<file path="config.mk">
export PLATFORM = sky130hd
export DESIGN_NAME = ahb_master_arbiter_flat
export DESIGN_NICKNAME = d
export VERILOG_FILES = /design/src/rtl/ahb_pkg.sv /design/src/rtl/ahb_master_arbiter_if.sv /design/src/rtl/ahb_burst_tracker.sv /design/src/rtl/ahb_master_arbiter.sv /design/src/flat_wrapper.sv
export SDC_FILE = /design/constraint.sdc
export NUM_CORES = 1
export LEC_CHECK = 0
export CORE_AREA = 2 2 133 135
export DETAILED_ROUTE_END_ITERATION = 10
export DIE_AREA = 0 0 135 137
export GPL_ROUTABILITY_DRIVEN = 0
export PLACE_DENSITY_LB_ADDON = 0.2
export SYNTH_ARGS = -nofsm -noshare
export SYNTH_HDL_FRONTEND = slang
export SYNTH_SLANG_ARGS = --single-unit
</file>
<file path="constraint.sdc">
create_clock -name HCLK -period 4.15 [get_ports HCLK]
set_input_delay 1.245 -clock HCLK [delete_from_list [all_inputs] [get_ports HCLK]]
set_output_delay 1.245 -clock HCLK [all_outputs]
set_load 0.02 [all_outputs]
</file>
<file path="src/rtl/ahb_pkg.sv">
// AHB-Lite transfer, burst and response codes plus the burst beat-count helper
// shared by the two-master arbiter.
package ahb_pkg;

  typedef enum logic [1:0] {
    HTRANS_IDLE   = 2'd0,
    HTRANS_BUSY   = 2'd1,
    HTRANS_NONSEQ = 2'd2,
    HTRANS_SEQ    = 2'd3
  } htrans_e;

  typedef enum logic [2:0] {
    HBURST_SINGLE = 3'd0,
    HBURST_INCR   = 3'd1,
    HBURST_WRAP4  = 3'd2,
    HBURST_INCR4  = 3'd3,
    HBURST_WRAP8  = 3'd4,
    HBURST_INCR8  = 3'd5,
    HBURST_WRAP16 = 3'd6,
    HBURST_INCR16 = 3'd7
  } hburst_e;

  typedef enum logic {
    HRESP_OKAY  = 1'b0,
    HRESP_ERROR = 1'b1
  } hresp_e;

  typedef enum logic {
    OWNER_CPU = 1'b0,
    OWNER_DMA = 1'b1
  } owner_e;

  localparam int unsigned BEAT_CNT_W = 4;
  typedef logic [BEAT_CNT_W-1:0] beat_cnt_t;

  // Remaining beats after the NONSEQ of a fixed-length burst; 0 for SINGLE/INCR.
  function automatic beat_cnt_t burst_beats(input logic [2:0] hburst);
    beat_cnt_t beats;
    beats = '0;
    case (hburst)
      HBURST_INCR4,  HBURST_WRAP4:  beats = beat_cnt_t'(3);
      HBURST_INCR8,  HBURST_WRAP8:  beats = beat_cnt_t'(7);
      HBURST_INCR16, HBURST_WRAP16: beats = beat_cnt_t'(15);
      default:                      beats = '0;
    endcase
    return beats;
  endfunction

endpackage

</file>
<file path="src/rtl/ahb_master_arbiter_if.sv">
// One AHB-Lite link: used for each master port and for the shared bus.
interface ahb_master_arbiter_if #(
  parameter int unsigned ADDR_WIDTH = 32,
  parameter int unsigned DATA_WIDTH = 32
);
  logic [ADDR_WIDTH-1:0] HADDR;
  logic [1:0]            HTRANS;
  logic [2:0]            HBURST;
  logic [2:0]            HSIZE;
  logic [3:0]            HPROT;
  logic                  HWRITE;
  logic                  HMASTLOCK;
  logic [DATA_WIDTH-1:0] HWDATA;
  logic [DATA_WIDTH-1:0] HRDATA;
  logic                  HREADY;
  logic                  HRESP;

  modport master (
    output HADDR, HTRANS, HBURST, HSIZE, HPROT, HWRITE, HMASTLOCK, HWDATA,
    input  HRDATA, HREADY, HRESP
  );

  modport slave (
    input  HADDR, HTRANS, HBURST, HSIZE, HPROT, HWRITE, HMASTLOCK, HWDATA,
    output HRDATA, HREADY, HRESP
  );
endinterface

</file>
<file path="src/rtl/ahb_burst_tracker.sv">
// Beat counter and burst/lock hold for the current address-phase owner;
// arb_ok marks a cycle where the grant may move.
module ahb_burst_tracker
  import ahb_pkg::*;
(
  input  logic       clk,
  input  logic       rst,
  input  logic       hready,
  input  logic       hresp,
  input  logic       dp_valid,
  input  logic [1:0] htrans,
  input  logic [2:0] hburst,
  input  logic       hmastlock,
  output logic       arb_ok
);

  beat_cnt_t beat_cnt;

  // An error response aborts the burst, so the remaining beats are forgotten.
  always_ff @(posedge clk) begin
    if (rst) begin
      beat_cnt <= '0;
    end else if (dp_valid && hresp) begin
      beat_cnt <= '0;
    end else if (hready) begin
      if (htrans == HTRANS_NONSEQ) begin
        beat_cnt <= burst_beats(hburst);
      end else if (htrans == HTRANS_SEQ && beat_cnt != '0) begin
        beat_cnt <= beat_cnt - beat_cnt_t'(1);
      end
    end
  end

  assign arb_ok = hready && !hmastlock && (beat_cnt == '0) &&
                  !(htrans == HTRANS_SEQ || htrans == HTRANS_BUSY);

endmodule

</file>
<file path="src/rtl/ahb_master_arbiter.sv">
// Two-master AHB-Lite arbiter and bus mux (m0 = CPU, m1 = DMA).
// Define ARB_ROUND_ROBIN_EN to alternate grants on contention instead of m0 priority.
module ahb_master_arbiter
  import ahb_pkg::*;
#(
  parameter int unsigned ADDR_WIDTH = 32,
  parameter int unsigned DATA_WIDTH = 32
) (
  input  logic                HCLK,
  input  logic                HRESET,
  ahb_master_arbiter_if.slave  m0,
  ahb_master_arbiter_if.slave  m1,
  ahb_master_arbiter_if.master bus,
  output logic                cpu_grant,
  output logic                dma_grant
);

  owner_e addr_owner;
  owner_e owner_next;
  owner_e dp_owner;
  logic   dp_valid;
  logic   arb_ok;
  logic   req0;
  logic   req1;

  logic [ADDR_WIDTH-1:0] haddr_sel;
  logic [DATA_WIDTH-1:0] hwdata_sel;
  logic [1:0]            htrans_sel;
  logic [2:0]            hburst_sel;
  logic                  hmastlock_sel;

`ifdef ARB_ROUND_ROBIN_EN
  owner_e last_grant;
`endif

  assign req0 = m0.HTRANS[1];
  assign req1 = m1.HTRANS[1];

  // Address-phase mux follows the owner with no added latency.
  always_comb begin
    haddr_sel     = m0.HADDR;
    htrans_sel    = m0.HTRANS;
    hburst_sel    = m0.HBURST;
    hmastlock_sel = m0.HMASTLOCK;
    bus.HSIZE     = m0.HSIZE;
    bus.HPROT     = m0.HPROT;
    bus.HWRITE    = m0.HWRITE;
    if (addr_owner == OWNER_DMA) begin
      haddr_sel     = m1.HADDR;
      htrans_sel    = m1.HTRANS;
      hburst_sel    = m1.HBURST;
      hmastlock_sel = m1.HMASTLOCK;
      bus.HSIZE     = m1.HSIZE;
      bus.HPROT     = m1.HPROT;
      bus.HWRITE    = m1.HWRITE;
    end
  end

  assign bus.HADDR     = haddr_sel;
  assign bus.HTRANS    = htrans_sel;
  assign bus.HBURST    = hburst_sel;
  assign bus.HMASTLOCK = hmastlock_sel;

  assign hwdata_sel = (dp_owner == OWNER_DMA) ? m1.HWDATA : m0.HWDATA;
  assign bus.HWDATA = hwdata_sel;

  ahb_burst_tracker u_burst_tracker (
    .clk      (HCLK),
    .rst      (HRESET),
    .hready   (bus.HREADY),
    .hresp    (bus.HRESP),
    .dp_valid (dp_valid),
    .htrans   (htrans_sel),
    .hburst   (hburst_sel),
    .hmastlock(hmastlock_sel),
    .arb_ok   (arb_ok)
  );

  // Next grant: park when nobody asks, resolve contention by priority or turn.
  always_comb begin
    owner_next = addr_owner;
    if (arb_ok) begin
      if (req0 && req1) begin
`ifdef ARB_ROUND_ROBIN_EN
        owner_next = (last_grant == OWNER_CPU) ? OWNER_DMA : OWNER_CPU;
`else
        owner_next = OWNER_CPU;
`endif
      end else if (req1) begin
        owner_next = OWNER_DMA;
      end else if (req0) begin
        owner_next = OWNER_CPU;
      end
    end
  end

  always_ff @(posedge HCLK) begin
    if (HRESET) begin
      addr_owner <= OWNER_CPU;
      dp_valid   <= 1'b0;
      dp_owner   <= OWNER_CPU;
    end else begin
      addr_owner <= owner_next;
      if (bus.HREADY) begin
        dp_valid <= htrans_sel[1];
        dp_owner <= addr_owner;
      end
    end
  end

`ifdef ARB_ROUND_ROBIN_EN
  always_ff @(posedge HCLK) begin
    if (HRESET) begin
      last_grant <= OWNER_CPU;
    end else if (owner_next != addr_owner) begin
      last_grant <= owner_next;
    end
  end
`endif

  // A master owning the data phase that has lost the address phase must wait
  // while it still requests, so its next address is not taken early.
  function automatic logic master_ready(input owner_e me, input logic req);
    logic rdy;
    if (dp_valid && dp_owner == me) begin
      rdy = bus.HREADY && (addr_owner == me || !req);
    end else if (addr_owner == me) begin
      rdy = bus.HREADY;
    end else begin
      rdy = !req;
    end
    return rdy;
  endfunction

  assign m0.HREADY = master_ready(OWNER_CPU, req0);
  assign m1.HREADY = master_ready(OWNER_DMA, req1);

  assign m0.HRESP = bus.HRESP && dp_valid && (dp_owner == OWNER_CPU);
  assign m1.HRESP = bus.HRESP && dp_valid && (dp_owner == OWNER_DMA);

  assign m0.HRDATA = bus.HRDATA;
  assign m1.HRDATA = bus.HRDATA;

  assign cpu_grant = (addr_owner == OWNER_CPU);
  assign dma_grant = (addr_owner == OWNER_DMA);

endmodule

</file>
<file path="src/flat_wrapper.sv">
// flat-port wrapper written by rule: the top's interface ports become plain ports
module ahb_master_arbiter_flat import ahb_pkg::*;
#(
  parameter int unsigned ADDR_WIDTH = 32,
  parameter int unsigned DATA_WIDTH = 32
)
  (HCLK, HRESET, cpu_grant, dma_grant, m0_HADDR, m0_HTRANS, m0_HBURST, m0_HSIZE, m0_HPROT, m0_HWRITE, m0_HMASTLOCK, m0_HWDATA, m0_HRDATA, m0_HREADY, m0_HRESP, m1_HADDR, m1_HTRANS, m1_HBURST, m1_HSIZE, m1_HPROT, m1_HWRITE, m1_HMASTLOCK, m1_HWDATA, m1_HRDATA, m1_HREADY, m1_HRESP, bus_HADDR, bus_HTRANS, bus_HBURST, bus_HSIZE, bus_HPROT, bus_HWRITE, bus_HMASTLOCK, bus_HWDATA, bus_HRDATA, bus_HREADY, bus_HRESP);
  ahb_master_arbiter_if #(.ADDR_WIDTH(ADDR_WIDTH), .DATA_WIDTH(DATA_WIDTH)) m0_i ();
  ahb_master_arbiter_if #(.ADDR_WIDTH(ADDR_WIDTH), .DATA_WIDTH(DATA_WIDTH)) m1_i ();
  ahb_master_arbiter_if #(.ADDR_WIDTH(ADDR_WIDTH), .DATA_WIDTH(DATA_WIDTH)) bus_i ();
  input  logic HCLK;
  input  logic HRESET;
  output logic cpu_grant;
  output logic dma_grant;
  input wire logic [$bits(m0_i.HADDR)-1:0] m0_HADDR;
  input wire logic [$bits(m0_i.HTRANS)-1:0] m0_HTRANS;
  input wire logic [$bits(m0_i.HBURST)-1:0] m0_HBURST;
  input wire logic [$bits(m0_i.HSIZE)-1:0] m0_HSIZE;
  input wire logic [$bits(m0_i.HPROT)-1:0] m0_HPROT;
  input wire logic [$bits(m0_i.HWRITE)-1:0] m0_HWRITE;
  input wire logic [$bits(m0_i.HMASTLOCK)-1:0] m0_HMASTLOCK;
  input wire logic [$bits(m0_i.HWDATA)-1:0] m0_HWDATA;
  output wire logic [$bits(m0_i.HRDATA)-1:0] m0_HRDATA;
  output wire logic [$bits(m0_i.HREADY)-1:0] m0_HREADY;
  output wire logic [$bits(m0_i.HRESP)-1:0] m0_HRESP;
  input wire logic [$bits(m1_i.HADDR)-1:0] m1_HADDR;
  input wire logic [$bits(m1_i.HTRANS)-1:0] m1_HTRANS;
  input wire logic [$bits(m1_i.HBURST)-1:0] m1_HBURST;
  input wire logic [$bits(m1_i.HSIZE)-1:0] m1_HSIZE;
  input wire logic [$bits(m1_i.HPROT)-1:0] m1_HPROT;
  input wire logic [$bits(m1_i.HWRITE)-1:0] m1_HWRITE;
  input wire logic [$bits(m1_i.HMASTLOCK)-1:0] m1_HMASTLOCK;
  input wire logic [$bits(m1_i.HWDATA)-1:0] m1_HWDATA;
  output wire logic [$bits(m1_i.HRDATA)-1:0] m1_HRDATA;
  output wire logic [$bits(m1_i.HREADY)-1:0] m1_HREADY;
  output wire logic [$bits(m1_i.HRESP)-1:0] m1_HRESP;
  output wire logic [$bits(bus_i.HADDR)-1:0] bus_HADDR;
  output wire logic [$bits(bus_i.HTRANS)-1:0] bus_HTRANS;
  output wire logic [$bits(bus_i.HBURST)-1:0] bus_HBURST;
  output wire logic [$bits(bus_i.HSIZE)-1:0] bus_HSIZE;
  output wire logic [$bits(bus_i.HPROT)-1:0] bus_HPROT;
  output wire logic [$bits(bus_i.HWRITE)-1:0] bus_HWRITE;
  output wire logic [$bits(bus_i.HMASTLOCK)-1:0] bus_HMASTLOCK;
  output wire logic [$bits(bus_i.HWDATA)-1:0] bus_HWDATA;
  input wire logic [$bits(bus_i.HRDATA)-1:0] bus_HRDATA;
  input wire logic [$bits(bus_i.HREADY)-1:0] bus_HREADY;
  input wire logic [$bits(bus_i.HRESP)-1:0] bus_HRESP;
  assign m0_i.HADDR = m0_HADDR;
  assign m0_i.HTRANS = m0_HTRANS;
  assign m0_i.HBURST = m0_HBURST;
  assign m0_i.HSIZE = m0_HSIZE;
  assign m0_i.HPROT = m0_HPROT;
  assign m0_i.HWRITE = m0_HWRITE;
  assign m0_i.HMASTLOCK = m0_HMASTLOCK;
  assign m0_i.HWDATA = m0_HWDATA;
  assign m0_HRDATA = m0_i.HRDATA;
  assign m0_HREADY = m0_i.HREADY;
  assign m0_HRESP = m0_i.HRESP;
  assign m1_i.HADDR = m1_HADDR;
  assign m1_i.HTRANS = m1_HTRANS;
  assign m1_i.HBURST = m1_HBURST;
  assign m1_i.HSIZE = m1_HSIZE;
  assign m1_i.HPROT = m1_HPROT;
  assign m1_i.HWRITE = m1_HWRITE;
  assign m1_i.HMASTLOCK = m1_HMASTLOCK;
  assign m1_i.HWDATA = m1_HWDATA;
  assign m1_HRDATA = m1_i.HRDATA;
  assign m1_HREADY = m1_i.HREADY;
  assign m1_HRESP = m1_i.HRESP;
  assign bus_HADDR = bus_i.HADDR;
  assign bus_HTRANS = bus_i.HTRANS;
  assign bus_HBURST = bus_i.HBURST;
  assign bus_HSIZE = bus_i.HSIZE;
  assign bus_HPROT = bus_i.HPROT;
  assign bus_HWRITE = bus_i.HWRITE;
  assign bus_HMASTLOCK = bus_i.HMASTLOCK;
  assign bus_HWDATA = bus_i.HWDATA;
  assign bus_i.HRDATA = bus_HRDATA;
  assign bus_i.HREADY = bus_HREADY;
  assign bus_i.HRESP = bus_HRESP;
  ahb_master_arbiter #(.ADDR_WIDTH(ADDR_WIDTH), .DATA_WIDTH(DATA_WIDTH)) u_core (.HCLK(HCLK), .HRESET(HRESET), .m0(m0_i), .m1(m1_i), .bus(bus_i), .cpu_grant(cpu_grant), .dma_grant(dma_grant));
endmodule
</file>
Word level (Yosys, flattened, before mapping)
Cells that the tools add are included.
{ "word_totals": {"regBits": 7, "latchBits": 0, "mem_bits_rw": 0, "rom_bits": 0, "in_bits": 192, "out_inout_bits": 148, "word_cells": 63, "n_memories": 0} }
{ "op_classes": {"n_addsub": 1, "n_mul": 0, "n_div": 0, "order_cmp": 0, "n_eq_ne": 9, "shifts": 0, "mux": 18, "n_bitwise": 2, "n_reduce_logical": 29} }
{ "op_table": {"columns": ["cell", "count"], "rows": [
  ["two-way mux 32 bit", 2],
  ["== test 3 bit, second input constant", 4],
  ["logical AND 1 bit", 12],
  ["two-way mux 4 bit", 3],
  ["case mux 4 bit (3 select lines)", 1],
  ["two-way mux 1 bit", 9],
  ["OR reduction 2 bit", 4],
  ["== test 3 x 2 -> 1 bit, second input constant", 2],
  ["two-way mux 3 bit", 2],
  ["== test 2 bit, second input constant", 2],
  ["zero test 1 bit", 4],
  ["zero test 4 bit", 1],
  ["AND reduction 2 bit", 2],
  ["nonzero test 4 bit", 1],
  ["subtractor 4 x 1 -> 4 bit, second input constant", 1],
  ["logical OR 1 bit", 3],
  ["nonzero test 3 bit", 1],
  ["== test 2 x 1 -> 1 bit, second input constant", 1],
  ["two-way mux 2 bit", 1],
  ["inverter 1 bit", 2],
  ["nonzero test 2 bit", 1]
]} }

Logic depth before layout (Yosys ltp)
{ "logic_depth": {"depth_word": 6, "depth_mapped": 6, "mapped_depth_nobuf": 6} }

Modules after synthesis
A second synthesis with hierarchy kept.
{ "unflattened": {"hier_cells": 208, "hier_area_um2": 1926.8} }
{ "by_module_without_submodules": {"columns": ["mod", "n_inst", "cells_per_inst", "area_per_inst_um2", "seq_area_each_um2"], "rows": [
  ["ahb_master_arbiter", 1, 171, 1622.8, 60.1],
  ["ahb_burst_tracker", 1, 37, 304.0, 80.1]
]} }

Least setup slack after synthesis
Ideal clock, no wire load.
{ "synth_timing": {"kind": "input -> output", "start": "in bus_HREADY", "end": "out m1_HREADY", "t_arrival_ns": 1.796, "required_time_ns": 2.905, "setup_slack_ns": 1.109, "path_stages": 3, "n_path_buf": 1, "cell_sequence": "buf_2 -> nor2_1 -> a21oi_1"} }
{ "synth_via": {"elab_chain_len": 2, "elab_cells_between_ends": 3, "cone_classes": "mux (2); reduce/logical (1)"} }
{ "synth_lines": {"columns": ["item", "line", "rtl"], "rows": [
  ["start, declared", "flat_wrapper.sv:46", "input wire logic [$bits(bus_i.HREADY)-1:0] bus_HREADY;"],
  ["two-way mux 1 bit / logical AND 1 bit (equally long branches)", "ahb_master_arbiter.sv:127, ahb_master_arbiter.sv:126", null],
  ["two-way mux 1 bit (*)", "ahb_master_arbiter.sv:125", "if (dp_valid && dp_owner == me) begin"],
  ["end, declared", "flat_wrapper.sv:35", "output wire logic [$bits(m1_i.HREADY)-1:0] m1_HREADY;"]
]} }
Every way passes the cells marked *; elsewhere a longest branch is shown, timed or not.

Worst setup path after layout
{ "layout_timing": {"start": "in m1_HTRANS[1]", "end": "out bus_HTRANS[1]"} }
{ "layout_via": {"elab_chain_len": 1} }
{ "layout_lines": {"columns": ["item", "line", "rtl"], "rows": [
  ["start, declared", "flat_wrapper.sv:27", "input wire logic [$bits(m1_i.HTRANS)-1:0] m1_HTRANS;"],
  ["two-way mux 2 bit", "ahb_master_arbiter.sv:48", "if (addr_owner == OWNER_DMA) begin"],
  ["end, declared", "flat_wrapper.sv:38", "output wire logic [$bits(bus_i.HTRANS)-1:0] bus_HTRANS;"]
]} }
No other way between the ends.

==> impl_metrics.toml <==
[run_status]
status = "finished clean"

[die]
io_pins = 340
die_h_microns = 137
start_util = 0.110
fp.coreArea_sq_um = 17100
chipWidth_microns = 135
rows = 48
dieArea_sq_um = 18500

[timing]
hold_viol_final = 0
setup_violations = 0
worstMarginPinSlew_ps = 593
fin_crit_sh = 0.940
fin_skew_ps = 5.14
slew_headroom = 0.605
hold_slack_ps = 476
rsz0062_at_grt = "false"
period_needed_ps = 3900
fmax_mhz = 256
drv_slew = 0
fin_tns_setup_ps = 0

[synthesis]
ys_ff_latch = 7
syn_nets = 408
syn_inst = 215
synth.distinct_cells = 31
ys_seq_area_frac = 0.0744
synth_area_sq_um = 1880
synth.yosys.warnings = 0
avgSynthCellArea_sq_um = 8.76

[route]
ant_nets = 0
vias = 2161
detail_route.wl_per_cell_microns = 15.5
drt_iter0_markers = 61
drc = 0
avgViaCountPerCell = 3.49
routed_wl_mm = 9.59
detail_route.first_pass.iterations = 4

[global_routing]
grt_remaining_overflow = 0
first_global_vias = 2233
grt_max_degree = 46
grt_use_total = 0.0882
grt_first_pass_wirelength_mm = 12.7
antenna_found_initial = 0

[placement]
port-buffer-count = 243
dp_cells = 615
hpwlAfterDp_mm = 8.31

[critical_path]
cp_max_fo = 4
start_kind = "input port"
end_kind = "output port"
critPathRequiredTime_ps = 2900
crit_type = "in -> out"
arrival_ps = 2650

[layout]
mostFrequentLayoutCell = "clkdlybuf4s50_1"
diodes = 0
instances_no_fill = 619
drive_gt1_frac = 0.223
areaGrowthSynthToFinish_pct = 122
num-nets-final = 588
final_cell_mix = "243 x clkdlybuf4s50_1, 74 x mux2_2, 8 x inv_1, 8 x nand2_1, 8 x a21oi_1"
utilization = 0.246

[clock_tree]
cts_tree = "done"
post_cts_buffers = 0
ctsResizeCount = 0
ctsHtreeMaxLevel = 1
cts_root_buffer = "clkbuf_16"
cts-hold-fix-buffers = 0
cts_sinks = 7
path_clk_slew_ps = 40
clock_latency_ps = 240
cts_made_buffers = 3
clockBufferDepth = 2

[pwr]
p_leak_nw = 1.50
vdd_ir_drop_max_mv = 0.104
total_power_w = 0.000688
p_per_area_nw_per_um2 = 164

[flow_run]
max_cap_viol_count = 0

[min_path]
hold_class = "reg -> reg"
final timing paths:
| kind | start | endpoint | slack, ps | cells past startpoint |
|---|---|---|---|---|
| setup reg to reg | u_core.dma_grant | u_core.dma_grant | 2390 | 6 |
| hold / removal | u_core.u_burst_tracker.beat_cnt[0] | u_core.u_burst_tracker.beat_cnt[0] | 480 | 2 |
| hold reg to reg | u_core.u_burst_tracker.beat_cnt[0] | u_core.u_burst_tracker.beat_cnt[0] | 480 | 2 |
| setup / recovery | m1_HTRANS[1] | bus_HTRANS[1] | 250 | 3 |
Yosys cell counts (all sizes together):
master / count / area (sq um)
a21oi: 8 / 40.0
ha: 1 / 12.5
o311a: 1 / 21.3
a211oi: 1 / 7.51
nand2b: 2 / 12.5
a21boi: 1 / 7.51
a31oi: 1 / 6.26
o21ai: 3 / 15.0
and2: 1 / 8.76
nor4bb: 1 / 10.0
nor2: 4 / 15.0
mux2: 74 / 833
nor2b: 1 / 6.26
xor2: 1 / 8.76
or3b: 1 / 11.3
o22ai: 2 / 12.5
nand3b: 1 / 7.51
o2111ai: 1 / 8.76
dfxtp: 7 / 140
buf: 75 / 542
inv: 8 / 30.0
nor3: 1 / 5.00
mux2i: 6 / 60.1
and3: 2 / 12.5
a22oi: 1 / 7.51
nand3: 1 / 5.00
o21a: 1 / 7.51
nand2: 8 / 30.0
critical path: stages:
cell and delay [ps]:
clkdlybuf4s50_1 590, mux2_2 210, clkdlybuf4s50_1 600
cells by family after synthesis:
kind of cell	count (synthesis)	share of synthesized area
mux	80	0.474
fa+ha+maj	1	0.00664
compound gates	20	0.0711
xor+xnor	1	0.00465
buf+inv	83	0.303
flops	7	0.0744
simple gates	23	0.0657
power by group:
part / switching, W / internal [W]
logic: 0.000162 / 0.000280
clock network: 0.0000409 / 0.000128
registers: 0.00000441 / 0.0000723
metal layers:
layer | GRT usage | vias up | routed length, microns
li1 | - | 1046 | -
met1 | 0.0882 | 967 | 3230
met2 | 0.178 | 140 | 5150
met3 | 0.0274 | 8 | 1150
met4 | 0.0179 | 0 | 56
met5 | 0 | - | 0
final cells by class:
type,instances,area (sq um)
multi-input cells,125,1170
clock buffers,4,78.8
repair buffers,250,2480
flip-flops and latches,7,141
fillers,1862,12900
inverters,8,30.0
well taps,225,282
sequential cells by signal, summed over array words and instances (netlist names):
register,count
u_core.dp_valid,1
u_core.u_burst_tracker.beat_cnt,4
u_core.dma_grant,1
u_core.dp_owner,1
through the flow:
step	setup WS, ps	area (sq um)
final	251	4190
after global routing	210	4190
after CTS	221	4190
after detailed placement	233	4110
after global placement	215	4110
after floorplan	1110	1880
Power figures use the tool's default switching activity.
